## src/rtl/sh_ubc_gen_if.sv

```systemverilog
// rtl/sh_ubc_gen_if.sv - register bus and monitored cycle bundle for the user break controller
interface sh_ubc_gen_if;
   // register bus (IBUS)
   logic [31:0] IBUS_A;
   logic [31:0] IBUS_DI;
   logic [31:0] IBUS_DO;
   logic [3:0]  IBUS_BA;
   logic        IBUS_WE;
   logic        IBUS_REQ;
   logic        IBUS_BUSY;
   logic        IBUS_ACT;
   // monitored internal bus cycle
   logic [31:0] MON_A;
   logic [31:0] MON_D;
   logic [3:0]  MON_BA;
   logic        MON_WE;
   logic        MON_IF;
   logic        MON_DMA;
   logic        MON_REQ;

   modport master (
      output IBUS_A, IBUS_DI, IBUS_BA, IBUS_WE, IBUS_REQ,
      output MON_A, MON_D, MON_BA, MON_WE, MON_IF, MON_DMA, MON_REQ,
      input  IBUS_DO, IBUS_BUSY, IBUS_ACT
   );

   modport slave (
      input  IBUS_A, IBUS_DI, IBUS_BA, IBUS_WE, IBUS_REQ,
      input  MON_A, MON_D, MON_BA, MON_WE, MON_IF, MON_DMA, MON_REQ,
      output IBUS_DO, IBUS_BUSY, IBUS_ACT
   );
endinterface

```

## src/rtl/sh_ubc_gen.sv

```systemverilog
// rtl/sh_ubc_gen.sv - parametrised user break controller with live bus cycle matching
module sh_ubc_gen #(
   parameter int          NCH     = 2,
   parameter logic [3:0]  DATA_EN = 4'b0010,
   parameter logic [31:0] BASE    = 32'hFFFFFF40
) (
   input  logic           CLK,
   input  logic           RST,
   input  logic           CE_R,
   input  logic           CE_F,
   sh_ubc_gen_if.slave    bus,
   output logic [NCH-1:0] MATCH,
   output logic           IRQ
);
   localparam int CHW = (NCH > 1) ? $clog2(NCH) : 1;

   logic [31:0]    r_bar  [NCH];
   logic [31:0]    r_bamr [NCH];
   logic [31:0]    r_bdr  [NCH];
   logic [31:0]    r_bdmr [NCH];
   logic [7:0]     r_bbr  [NCH];
   logic           r_seq;
   logic [NCH-1:0] r_cmf;
   logic [NCH-1:0] r_arm;
   logic [31:0]    r_reg_do;

   logic           w_in_win;
   logic [31:0]    w_off;
   logic [CHW-1:0] w_ch;
   logic [4:0]     w_reg;
   logic           w_ch_ok;
   logic           w_wr;
   logic           w_hi_en;
   logic           w_lo_en;
   logic [15:0]    w_h16;
   logic           w_brcr_wr;
   logic [15:0]    w_brcr;
   logic [31:0]    w_rd;
   logic [31:0]    w_lane;
   logic [2:0]     w_pop;
   logic           w_seq;
   logic [NCH-1:0] w_hit;
   logic [NCH-1:0] w_qual;
   logic           w_irq;
   logic           w_unused;

   // 33-bit window bounds so a window touching the top of the address space cannot wrap
   assign w_in_win = ({1'b0, bus.IBUS_A} >= {1'b0, BASE}) &&
                     ({1'b0, bus.IBUS_A} <  ({1'b0, BASE} + 33'(32 * NCH)));
   assign w_off    = bus.IBUS_A - BASE;
   assign w_ch     = w_off[CHW+4:5];
   assign w_reg    = w_off[4:0];
   assign w_ch_ok  = (int'(w_ch) < NCH);

   assign w_wr      = CE_R && w_in_win && bus.IBUS_REQ && bus.IBUS_WE;
   assign w_hi_en   = |bus.IBUS_BA[3:2];
   assign w_lo_en   = |bus.IBUS_BA[1:0];
   // 16-bit registers take whichever half the master enabled, upper half preferred
   assign w_h16     = w_hi_en ? bus.IBUS_DI[31:16] : bus.IBUS_DI[15:0];
   assign w_brcr_wr = w_wr && (w_ch == '0) && (w_reg == 5'h18) && (w_hi_en || w_lo_en);
   assign w_unused  = &{1'b0, w_off[31:CHW+5], w_h16};

   assign bus.IBUS_BUSY = 1'b0;
   assign bus.IBUS_ACT  = w_in_win;
   assign bus.IBUS_DO   = w_in_win ? r_reg_do : 32'h0;

   // monitored cycle decode and per-channel comparators
   always_comb begin
      w_lane = {{8{bus.MON_BA[3]}}, {8{bus.MON_BA[2]}}, {8{bus.MON_BA[1]}}, {8{bus.MON_BA[0]}}};
      w_pop  = 3'(bus.MON_BA[0]) + 3'(bus.MON_BA[1]) + 3'(bus.MON_BA[2]) + 3'(bus.MON_BA[3]);
      w_seq  = r_seq && (NCH >= 2);
      w_hit  = '0;
      w_qual = '0;
      for (int i = 0; i < NCH; i++) begin
         logic a_ok, c_ok, s_ok, d_ok;
         a_ok = (((bus.MON_A ^ r_bar[i]) & ~r_bamr[i]) == 32'h0);
         c_ok = (bus.MON_DMA ? r_bbr[i][7] : r_bbr[i][6]) &&
                (bus.MON_IF  ? r_bbr[i][4] : r_bbr[i][5]) &&
                (bus.MON_WE  ? r_bbr[i][3] : r_bbr[i][2]);
         case (r_bbr[i][1:0])
            2'b00:   s_ok = 1'b1;
            2'b01:   s_ok = (w_pop == 3'd1);
            2'b10:   s_ok = (w_pop == 3'd2);
            default: s_ok = (w_pop == 3'd4);
         endcase
         // instruction fetches never take part in the data compare
         d_ok = !DATA_EN[i] || bus.MON_IF ||
                (((bus.MON_D ^ r_bdr[i]) & ~r_bdmr[i] & w_lane) == 32'h0);
         w_hit[i] = a_ok && c_ok && s_ok && d_ok;
      end
      w_qual[0] = w_hit[0] && bus.MON_REQ;
      for (int i = 1; i < NCH; i++) begin
         w_qual[i] = w_hit[i] && bus.MON_REQ && (!w_seq || r_arm[i-1]);
      end
      w_irq = w_seq ? w_qual[NCH-1] : |w_qual;
   end

   // register read mux; 16-bit registers appear on both halves
   always_comb begin
      w_brcr           = 16'h0;
      w_brcr[3]        = r_seq;
      w_brcr[8+:NCH]   = r_cmf;
      w_rd             = 32'h0;
      if (w_ch_ok) begin
         case (w_reg)
            5'h00:   w_rd = r_bar[w_ch];
            5'h04:   w_rd = r_bamr[w_ch];
            5'h08:   w_rd = {8'h0, r_bbr[w_ch], 8'h0, r_bbr[w_ch]};
            5'h10:   w_rd = r_bdr[w_ch];
            5'h14:   w_rd = r_bdmr[w_ch];
            5'h18:   w_rd = (w_ch == '0) ? {w_brcr, w_brcr} : 32'h0;
            default: w_rd = 32'h0;
         endcase
      end
   end

   // register writes, flag/arm update and registered break outputs on CE_R
   always_ff @(posedge CLK) begin
      if (RST) begin
         for (int i = 0; i < NCH; i++) begin
            r_bar[i]  <= 32'h0;
            r_bamr[i] <= 32'h0;
            r_bdr[i]  <= 32'h0;
            r_bdmr[i] <= 32'h0;
            r_bbr[i]  <= 8'h0;
         end
         r_seq <= 1'b0;
         r_cmf <= '0;
         r_arm <= '0;
         MATCH <= '0;
         IRQ   <= 1'b0;
      end else if (CE_R) begin
         MATCH <= w_qual;
         IRQ   <= w_irq;
         // a new hit wins over a write-0 clear on the same edge
         r_cmf <= (w_brcr_wr ? (r_cmf & w_h16[8+:NCH]) : r_cmf) | w_qual;
         r_arm <= w_brcr_wr ? '0 : (r_arm | w_qual);
         if (w_brcr_wr) r_seq <= w_h16[3];
         for (int i = 0; i < NCH; i++) begin
            if (w_wr && (w_ch == CHW'(i))) begin
               case (w_reg)
                  5'h00: begin
                     if (w_hi_en) r_bar[i][31:16] <= bus.IBUS_DI[31:16];
                     if (w_lo_en) r_bar[i][15:0]  <= bus.IBUS_DI[15:0];
                  end
                  5'h04: begin
                     if (w_hi_en) r_bamr[i][31:16] <= bus.IBUS_DI[31:16];
                     if (w_lo_en) r_bamr[i][15:0]  <= bus.IBUS_DI[15:0];
                  end
                  5'h08: if (w_hi_en || w_lo_en) r_bbr[i] <= w_h16[7:0];
                  5'h10: if (DATA_EN[i]) begin
                     if (w_hi_en) r_bdr[i][31:16] <= bus.IBUS_DI[31:16];
                     if (w_lo_en) r_bdr[i][15:0]  <= bus.IBUS_DI[15:0];
                  end
                  5'h14: if (DATA_EN[i]) begin
                     if (w_hi_en) r_bdmr[i][31:16] <= bus.IBUS_DI[31:16];
                     if (w_lo_en) r_bdmr[i][15:0]  <= bus.IBUS_DI[15:0];
                  end
                  default: ;
               endcase
            end
         end
      end
   end

   // read data captured on the falling-phase enable
   always_ff @(posedge CLK) begin
      if (RST) r_reg_do <= 32'h0;
      else if (CE_F && w_in_win && bus.IBUS_REQ && !bus.IBUS_WE) r_reg_do <= w_rd;
   end
endmodule

```

## src/flat_wrapper.sv

```systemverilog
// flat-port wrapper written by rule: the top's interface ports become plain ports
module sh_ubc_gen_flat 
#(
   parameter int          NCH     = 2,
   parameter logic [3:0]  DATA_EN = 4'b0010,
   parameter logic [31:0] BASE    = 32'hFFFFFF40
)
  (CLK, RST, CE_R, CE_F, MATCH, IRQ, bus_IBUS_A, bus_IBUS_DI, bus_IBUS_BA, bus_IBUS_WE, bus_IBUS_REQ, bus_MON_A, bus_MON_D, bus_MON_BA, bus_MON_WE, bus_MON_IF, bus_MON_DMA, bus_MON_REQ, bus_IBUS_DO, bus_IBUS_BUSY, bus_IBUS_ACT);
  sh_ubc_gen_if bus_i ();
  input  logic CLK;
  input  logic RST;
  input  logic CE_R;
  input  logic CE_F;
  output logic [NCH-1:0] MATCH;
  output logic IRQ;
  input wire logic [$bits(bus_i.IBUS_A)-1:0] bus_IBUS_A;
  input wire logic [$bits(bus_i.IBUS_DI)-1:0] bus_IBUS_DI;
  input wire logic [$bits(bus_i.IBUS_BA)-1:0] bus_IBUS_BA;
  input wire logic [$bits(bus_i.IBUS_WE)-1:0] bus_IBUS_WE;
  input wire logic [$bits(bus_i.IBUS_REQ)-1:0] bus_IBUS_REQ;
  input wire logic [$bits(bus_i.MON_A)-1:0] bus_MON_A;
  input wire logic [$bits(bus_i.MON_D)-1:0] bus_MON_D;
  input wire logic [$bits(bus_i.MON_BA)-1:0] bus_MON_BA;
  input wire logic [$bits(bus_i.MON_WE)-1:0] bus_MON_WE;
  input wire logic [$bits(bus_i.MON_IF)-1:0] bus_MON_IF;
  input wire logic [$bits(bus_i.MON_DMA)-1:0] bus_MON_DMA;
  input wire logic [$bits(bus_i.MON_REQ)-1:0] bus_MON_REQ;
  output wire logic [$bits(bus_i.IBUS_DO)-1:0] bus_IBUS_DO;
  output wire logic [$bits(bus_i.IBUS_BUSY)-1:0] bus_IBUS_BUSY;
  output wire logic [$bits(bus_i.IBUS_ACT)-1:0] bus_IBUS_ACT;
  assign bus_i.IBUS_A = bus_IBUS_A;
  assign bus_i.IBUS_DI = bus_IBUS_DI;
  assign bus_i.IBUS_BA = bus_IBUS_BA;
  assign bus_i.IBUS_WE = bus_IBUS_WE;
  assign bus_i.IBUS_REQ = bus_IBUS_REQ;
  assign bus_i.MON_A = bus_MON_A;
  assign bus_i.MON_D = bus_MON_D;
  assign bus_i.MON_BA = bus_MON_BA;
  assign bus_i.MON_WE = bus_MON_WE;
  assign bus_i.MON_IF = bus_MON_IF;
  assign bus_i.MON_DMA = bus_MON_DMA;
  assign bus_i.MON_REQ = bus_MON_REQ;
  assign bus_IBUS_DO = bus_i.IBUS_DO;
  assign bus_IBUS_BUSY = bus_i.IBUS_BUSY;
  assign bus_IBUS_ACT = bus_i.IBUS_ACT;
  sh_ubc_gen #(.NCH(NCH), .DATA_EN(DATA_EN), .BASE(BASE)) u_core (.CLK(CLK), .RST(RST), .CE_R(CE_R), .CE_F(CE_F), .bus(bus_i), .MATCH(MATCH), .IRQ(IRQ));
endmodule
```

## config.mk

```make
export PLATFORM = sky130hd
export DESIGN_NAME = sh_ubc_gen_flat
export DESIGN_NICKNAME = d
export VERILOG_FILES = /design/src/rtl/sh_ubc_gen_if.sv /design/src/rtl/sh_ubc_gen.sv /design/src/flat_wrapper.sv
export SDC_FILE = /design/constraint.sdc
export NUM_CORES = 1
export LEC_CHECK = 0
export BUFFER_PORTS_ARGS = -buffer_cell sky130_fd_sc_hd__buf_2
export CORE_AREA = 2 2 183 140
export CTS_CLUSTER_SIZE = 30
export DETAILED_ROUTE_END_ITERATION = 10
export DIE_AREA = 0 0 185 142
export GPL_TIMING_DRIVEN = 0
export PLACE_DENSITY_LB_ADDON = 0.05
export SLEW_MARGIN = 20
export SYNTH_ARGS = -nofsm -noshare
export SYNTH_HDL_FRONTEND = slang
export SYNTH_SLANG_ARGS = --single-unit
```

## constraint.sdc

```tcl
create_clock -name CLK -period 4.3 [get_ports CLK]
set_clock_uncertainty 0.05 [all_clocks]
set_input_delay 0.86 -clock CLK [delete_from_list [all_inputs] [get_ports CLK]]
set_output_delay 0.86 -clock CLK [all_outputs]
set_load 0.05 [all_outputs]
```

==> impl_metrics.tcl <==
set metrics [dict create \
    run_status "completed" \
    fmax_mhz 268 \
    grt_remaining_overflow 0 \
    wire_length_of_the_first_global_routing_pass_mm 66.3 \
    cts.root.buffer_cell "sky130_fd_sc_hd__clkbuf_16" \
    critPathLaunchType "primary input" \
    numCtsBuffers 27 \
    ys_top_cells_by_count "208 x sky130_fd_sc_hd__edfxtp_1, 161 x sky130_fd_sc_hd__and2_1, 96 x sky130_fd_sc_hd__xnor2_1" \
    yosys_warnings 0 \
    drt-total-wl_mm 47.7 \
    cp_cell_sequence "buf_2 > buf_4 > buf_2 > buf_2 > buf_2 > mux2i_1 > o21ai_0 > a211oi_1 > nor3_1" \
    floorplan.die_area_um2 26300 \
    synth_edf_count 208 \
    insertion_delay_ns 0.56 \
    wl_per_cell_um 29.0 \
    final_net_count 1434 \
    worstHoldPathType "reg -> reg" \
    layout.cells.non_filler 1644 \
    core_um2 24500 \
    post_drt_via_cell_ratio 6.18 \
    netlist.area_leader.share_pct 49.8 \
    post_cts.resized_instances 0 \
    yosysSeqAreaShare_pct 56.0 \
    max_fo_critical_path 10 \
    cp_common_cell "sky130_fd_sc_hd__buf_2" \
    max_slew_margin_pct 20.1 \
    post_cts.repair.setup_buffers 0 \
    finalSetupTns_ns 0 \
    via_count 10161 \
    critical_path.max_stage_delay_ns 0.68 \
    rsz0062_at_grt "false" \
    irDropWorstVdd_mv 0.339 \
    synth.most_common_cell "sky130_fd_sc_hd__edfxtp_1" \
    start_util_pct 51.1 \
    place_inst 1594 \
    synth-main-ff-cell "sky130_fd_sc_hd__edfxtp_1" \
    hold_viol_final 0 \
    numPortBuffers 179 \
    final-setup-viol-count 0 \
    criticalPathCategory "in -> reg" \
    post-synth-top-area-cell "sky130_fd_sc_hd__edfxtp_1" \
    worst_setup_hold_path_clk_slew_ns 0.06 \
    cp.arrival_ns 4.08 \
    first_pass_iters 5 \
    min_period_over_period_pct 86.8 \
    yosysUniqueCellTypes 61 \
    pin_count_of_the_biggest_net_entering_global_routing 17 \
    synth-async-reset-ratio_pct 0 \
    std_cell_rows 50 \
    floorplan.die.height_um 142 \
    synth_area_per_cell_um2 11.8 \
    dp.final_hpwl_mm 36.4 \
    clkSinkCount 247 \
    post_route_cells_drive_above_1_share_pct 22.8 \
    holdBufCountCts 0 \
    place.gp.congestion 0.985 \
    ant_nets 0 \
    total_power_w 0.00568 \
    timing.hold.ws_ns 0.404 \
    maxCapViolCount 0 \
    pin_count 183 \
    postSynthCellCount 1063 \
    critical_path.slowest_cell "sky130_fd_sc_hd__a211oi_1" \
    yosys_register_bits 247 \
    drc_errors 0 \
    first_global_vias 9764 \
    leakagePower_nw 5.73 \
    grt_antenna_before_repair 0 \
    post_synthesis_instance_area_um2 12500 \
    power_density_nw_per_um2 381 \
    timing.critical_path.required_ns 4.64 \
    syn_to_final_growth_pct 19.0 \
    all_layer_global_routing_usage_pct 36.4 \
    tightest_slew_ns 1.20 \
    post_synth_main_area_contributors "sky130_fd_sc_hd__edfxtp_1 50%, sky130_fd_sc_hd__and2_1 8.0%, sky130_fd_sc_hd__xnor2_1 6.7%, sky130_fd_sc_hd__dfxtp_1 6.2%, sky130_fd_sc_hd__mux2i_1 3.5%" \
    drt_first_iter_violations 1349 \
    final-max-slew-violation-count 0 \
    cts-root-to-sink-buffers 3 \
    timing.final.crit_period_ns 3.73 \
    antenna_cells 0 \
    h-tree-depth 1 \
    cts_tree "done" \
    synthesis.nets 1212 \
    dieWidth_um 185 \
    cp-end-kind "flip-flop" \
]
metrics by stage:
step	util [%]	instance area, um^2	worst slack [ns]
after global placement	56.5	13900	-2.14
after CTS	60.9	14900	0.691
after detailed placement	57.3	14100	0.137
final	60.9	14900	0.568
after global routing	60.9	14900	0.571
after floorplan	-	12500	0.150
registers in the layout (all words and copies together) (netlist names), 2 cells and up:
register / cells
u_core.r_bdr: 32
u_core.r_bamr: 64
u_core.r_bbr: 16
u_core.MATCH: 2
u_core.r_reg_do: 32
u_core.r_bdmr: 32
u_core.r_cmf: 2
u_core.r_bar: 64
placed cells by master (no fill, tap or decap), types with 23 or more instances in the layout:
| cell | n |
|---|---|
| sky130_fd_sc_hd__o22ai_1 | 50 |
| sky130_fd_sc_hd__nand2_1 | 44 |
| sky130_fd_sc_hd__buf_2 | 195 |
| sky130_fd_sc_hd__dfxtp_1 | 39 |
| sky130_fd_sc_hd__and3_1 | 38 |
| sky130_fd_sc_hd__mux2_2 | 23 |
| sky130_fd_sc_hd__and2_1 | 161 |
| sky130_fd_sc_hd__clkbuf_1 | 49 |
| sky130_fd_sc_hd__a22oi_1 | 38 |
| sky130_fd_sc_hd__nor2_1 | 63 |
| sky130_fd_sc_hd__edfxtp_1 | 208 |
| sky130_fd_sc_hd__a221o_1 | 27 |
| sky130_fd_sc_hd__xnor2_1 | 96 |
| sky130_fd_sc_hd__clkbuf_16 | 27 |
| sky130_fd_sc_hd__mux2i_1 | 44 |
kinds of logic after synthesis:
kind of cell	share of synthesized area, %
simple gates	17.2
flops	56.0
compound gates	11.5
xor+xnor	6.71
buf+inv	2.61
mux	5.58
fa+ha+maj	0.359
other cells	0.0299
where the power goes:
| group | internal [W] | switching [W] | total [W] |
|---|---|---|---|
| Sequential | 0.00269 | 0.0000810 | 0.00277 |
| Combinational | 0.000220 | 0.000355 | 0.000575 |
| Clock | 0.00136 | 0.000979 | 0.00234 |
| Total | 0.00427 | 0.00142 | 0.00568 |
final timing paths:
| check | start | end | slack, ns | depth (start not counted) |
|---|---|---|---|---|
| setup / recovery | bus_IBUS_A[2] | u_core.r_reg_do[12] | 0.57 | 9 |
| hold / removal | u_core.MATCH[1] | u_core.MATCH[1] | 0.40 | 1 |
| setup reg to reg | u_core.r_bdr[1][8] | u_core.IRQ | 1.30 | 6 |
| hold reg to reg | u_core.MATCH[1] | u_core.MATCH[1] | 0.40 | 1 |
layer usage:
layer  wire length, um  share of wire [%]  track usage (%)
met1             19600                 41             51.8
met2             19400                 41             52.1
met3              6860                 14             12.6
met4              1820                3.8             11.8
met5                 0                  0                0
worst max-delay path, delay by kind of cell:
family	cells	cell delay [ns]
AND/OR/NAND/NOR	1	0.08
buffers and inverters	5	1.90
multiplexers	1	0.39
AO/OA/AOI/OAI	2	0.81
cell type report:
| cell class | count | area, um^2 |
|---|---|---|
| buffer | 62 | 290 |
| tap | 338 | 423 |
| clock buffer | 36 | 719 |
| fill | 2117 | 9600 |
| inverter | 10 | 37.5 |
| timing repair buffer | 193 | 1020 |
| clock inverter | 14 | 150 |
| multi-input combinational | 744 | 5260 |
| sequential | 247 | 7030 |
No activity file was read; power rests on OpenSTA's default activity.
